<file path="src/rtl/pll_clockgen.sv">
// Reference-clock generator: lock-delay counter, divide-by-4/16 clocks with
// matching enable pulses, and pass-through / gated copies of the reference.
module pll_clockgen #(
    parameter int unsigned LOCK_CYCLES = 256,
    parameter bit          C1_INVERT   = 1'b1
) (
    input  logic inclk0,
    input  logic reset_n,
    output logic c0,
    output logic c1,
    output logic c2,
    output logic clk7,
    output logic c2_en,
    output logic clk7_en,
    output logic locked
);

    localparam logic [15:0] LOCK_LAST = 16'(LOCK_CYCLES - 1);

    logic [15:0] r_lock_cnt;
    logic        r_locked;
    logic [3:0]  r_div_cnt;
    logic        w_ref_phase;

    // The counter freezes once locked, so it never wraps back into a re-lock.
    always_ff @(posedge inclk0 or negedge reset_n) begin
        if (!reset_n) begin
            r_lock_cnt <= 16'd0;
            r_locked   <= 1'b0;
        end else if (!r_locked) begin
            r_lock_cnt <= r_lock_cnt + 16'd1;
            if (r_lock_cnt == LOCK_LAST) begin
                r_locked <= 1'b1;
            end
        end
    end

    // Divider starts on the edge after lock, so c2 first rises two edges later.
    always_ff @(posedge inclk0 or negedge reset_n) begin
        if (!reset_n) begin
            r_div_cnt <= 4'd0;
        end else if (r_locked) begin
            r_div_cnt <= r_div_cnt + 4'd1;
        end
    end

    assign w_ref_phase = inclk0 ^ C1_INVERT;

    assign c0      = inclk0;
    assign c1      = w_ref_phase & r_locked;
    assign c2      = r_div_cnt[1];
    assign clk7    = r_div_cnt[3];
    assign c2_en   = r_locked & (r_div_cnt[1:0] == 2'd3);
    assign clk7_en = r_locked & (r_div_cnt == 4'd15);
    assign locked  = r_locked;

endmodule

</file>
<file path="config.mk">
export PLATFORM = sky130hd
export DESIGN_NAME = pll_clockgen
export DESIGN_NICKNAME = d
export VERILOG_FILES = /design/src/rtl/pll_clockgen.sv
export SDC_FILE = /design/constraint.sdc
export NUM_CORES = 1
export LEC_CHECK = 0
export ABC_CLOCK_PERIOD_IN_PS = 1400
export CORE_MARGIN = 2
export CORE_UTILIZATION = 49
export CTS_CLUSTER_SIZE = 10
export DETAILED_ROUTE_END_ITERATION = 7
export PLACE_DENSITY = 0.68
export SETUP_SLACK_MARGIN = 0.5
export SYNTH_ARGS = -nofsm -noshare
export SYNTH_HDL_FRONTEND = slang
export SYNTH_SLANG_ARGS = --single-unit
</file>
<file path="constraint.sdc">
create_clock -name inclk0 -period 1.4 [get_ports inclk0]
set_input_delay 0.14 -clock inclk0 [delete_from_list [all_inputs] [get_ports inclk0]]
set_output_delay 0.14 -clock inclk0 [all_outputs]
set_load 0.01 [all_outputs]
</file>
After elaboration in Yosys (flattened, before gate mapping). Cells that the tools add are included.

Add/subtract/negate cells: 2. Equality and inequality tests: 3. Multiplexer cells: 2. Bitwise logic cells: 4.

Operators with widths (number): adder 16 x 1 -> 16 bit, second input constant (1); == test 16 x 8 -> 1 bit, second input constant (1); adder 4 x 1 -> 4 bit, second input constant (1); == test 4 bit, second input constant (1); bitwise AND 1 bit (3); == test 2 bit, second input constant (1); 2-to-1 mux 1 bit (2); NOT 1 bit (1).

Register bits after elaboration: 21. Word-level logic and storage cells: 14.

Depth between registers and ports, before layout. Gate-level depths: netlist of run 1.

Depth after elaboration: 3. Gate-level depth with buffers: 4. Gate-level depth less buffers: 4.

==> results of run 1 <==
placed cells by master (no fill, tap or decap), drive strengths merged:
cell type	Yosys	layout
clkbuf	0	6
xor2	13	13
and3	1	1
nor2	3	3
buf	2	35
dfrtp	21	21
nand4	4	4
mux2	2	2
nor3	3	3
a21o	1	1
and2	1	1
nand2	2	2
inv	3	3
nand4b	1	1
bufinv	0	1
nand3	4	4
nor2b	2	2
ha	2	2
xnor2	5	5
or4b	1	1
nor4	8	8
clkdlybuf4s50	0	1
nand3b	2	2
metrics by stage:
| step | setup TNS [ns] | hold slack (ns) | worst slack (ns) |
|---|---|---|---|
| 2_1_floorplan | 0 | -0.1556 | 0.07806 |
| 3_3_place_gp | -0.08185 | 0.4521 | -0.04538 |
| 3_5_place_dp | -0.1116 | 0.4646 | -0.06598 |
| 4_1_cts | -0.4302 | 0.07181 | -0.1406 |
| 5_1_grt | -1.983 | 0.07515 | -0.2117 |
| 6_report | -1.290 | 0.06984 | -0.1878 |
how the worst min path moves through the flow:
stage,from,endpoint,slack (ns),cells past startpoint
3_3_place_gp,r_lock_cnt[15],r_lock_cnt[15],0.45,1
5_1_grt,reset_n,r_lock_cnt[15],0.08,2
3_5_place_dp,r_lock_cnt[15],r_lock_cnt[15],0.46,1
6_report,reset_n,r_div_cnt[2],0.07,2
4_1_cts,reset_n,r_div_cnt[3],0.07,2
2_1_floorplan,reset_n,locked,-0.16,0
worst reg2reg max path, delay by kind of cell (launching register included):
| family | cells | cell delay [ns] |
|---|---|---|
| xor gates and xnor gates | 1 | 0.18 |
| buffers and inverters | 3 | 0.46 |
| DFF | 1 | 0.43 |
| and+or+nand+nor | 2 | 0.44 |
registers in the layout, indices dropped and copies added (netlist names):
| name | count |
|---|---|
| locked | 1 |
| r_div_cnt | 4 |
| r_lock_cnt | 16 |
power by group through the flow:
stage,Combinational (mW),Clock (mW),Sequential (mW)
after floorplan,0.000000195,0.0782,0.618
after global placement,0.0166,0.0736,0.618
after detailed placement,0.0170,0.0736,0.618
after CTS,0.0170,0.868,0.606
after global routing,0.0192,0.981,0.606
final,0.0163,0.913,0.606
metal layers:
layer | GRT usage [%] | wire [um]
met5 | 0 | 0
met4 | 19.05 | 112
met3 | 6.481 | 93
met2 | 47.26 | 1587
met1 | 26.64 | 1057
what timing repair did:
item	4_1_cts	5_1_grt
endpoints found under the setup margin	27	29
setup buffers	14	1
hold buffers	0	0
gates resized for setup	67	8
pin swaps	15	10
final cells by class:
class	instances	area, um^2	area share [%]
clock buffer	11	101.3	6.202
clock inverter	1	30.03	1.838
inverter	3	11.26	0.6891
multi-input combinational	55	625.6	38.28
sequential	21	528.0	32.31
tap	27	33.78	2.067
timing repair buffer	31	304.0	18.61
logic make-up after synthesis:
kind of cell | share of synthesized area [%]
DFF | 53.85
muxes | 2.308
AOI/OAI and AO/OA | 0.7695
xor gates and xnor gates | 16.15
adders and majority gates | 2.564
buffers and inverters | 3.077
and+or+nand+nor | 21.28
==> metrics.csv, run 1 <==
metric;value;unit
dr.pass1.iters;5;
arrival;1.92;ns
post-route-util;85.03;%
hold_viol;0;
finalSetupViolCount;16;
syn_nets;85;
synth.most_common_cell;dfrtp_1;
grt_usage;26.50;%
antenna_found_initial;0;
stdcell_count;149;
timing.critical_path.buf_inv;3;
syn_area_per_cell;12.05;um^2
synth_edf_count;0;
cellLeakagePower;0.8472;nW
syn_inst;81;
synth-seq-area-share;53.85;%
synth_common_cells;21 x dfrtp_1, 13 x xor2_1, 8 x nor4_1;
dp_cells;125;
crit_start;locked;
share_seq_of_total_power;39.5;%
power_frac_comb;1.1;%
synth_top_cell_by_area;dfrtp_1;
fillers;99;
min-delay-path-class;in -> async;
placed_cell_area;1241;um^2
drtIter0Drc;23;
stdcell_area;1634;um^2
r2r-end;r_lock_cnt[8];
grt_pass1_wl;4443;um
synthFlopType;dfrtp_1;
finalPower;1.536;mW
grt_overflow;0;
worstSetupPathType;reg -> reg;
crit_path_top_delay_cell;dfrtp_1;
yosysWarnings;0;
first_global_vias;947;
syn-cell-area;975.9;um^2
drive_gt1_share;57.38;%
max-vdd-ir-drop;1290;uV
drt-wirelength-per-cell;19.13;um
synthArstFlopShare;100.0;%
antenna_cells;0;
pin_count;9;
die_w;48.63;um
reg2reg_slack;-0.19;ns
yosysTopAreaCellShare;53.85;%
wl;2851;um
end_kind;register;
path_depth;6;
finalCritPeriodShare;113.4;%
timing.fmax;629.8;MHz
p_int;1.216;mW
layout_setup_ws;-0.1878;ns
die_h;48.63;um
skew;0.002575;ns
via_count;826;
fin_nets;126;
crit_top_cell;buf_6;
startpoint_type;register;
synth-seq-cells;21;
grt_max_degree;22;
cp.required;1.73;ns
period_needed;1.588;ns
cts_tree;done;
max_stage_delay;0.43;ns
p_clk_share;59.5;%
final_max_slew_viol_count;0;
via_per_inst;5.544;
status;finished, violations left;
synthToLayoutAreaGrowth;67.44;%
initial_core_util;50.78;%
rr_worst_depth;6;
portBuffers;8;
rsz0062_at_grt;yes;
p_sw_share;20.80;%
relSlewSlack;77.83;%
path_clk_slew;0.11;ns
r2r_start;locked;
yosys.cell_types.count;23;
core;1922;um^2
ant_nets;0;
cap_violations;0;
dp_hpwl;1336;um
cp_top_family;buffers and inverters;
tightest_slew;0.3322;ns
drt_drc_violations_left;0;
critPathMaxFanout;4;
crit_end;r_lock_cnt[8];
gp_routability_congestion;0.7705;
crit_chain;buf_6, buf_6, nand3b_1, buf_6, nor3_4, xor2_1;
power_density;939.9;nW/um^2
p_sw;0.3195;mW
dieArea;2365;um^2
synth_area_leaders;dfrtp_1 54%, xor2_1 12%, nor4_1 5.1%;
fp-row-count;16;
clkLatencyLatePin;0.41;ns
failed_checks;setup timing;
No activity file was read; power rests on OpenSTA's default activity.
==> run 2, diff against run 1 <==
SLEW_MARGIN = 30   (was unset)
==> results of run 2 <==
No change in the layout: final DEF, timing and power equal those of run 1.
==> run 3, diff against run 2 <==
SLEW_MARGIN = 40   (was 30)
==> results of run 3 <==
No change in the layout: final DEF, timing and power equal those of run 1.
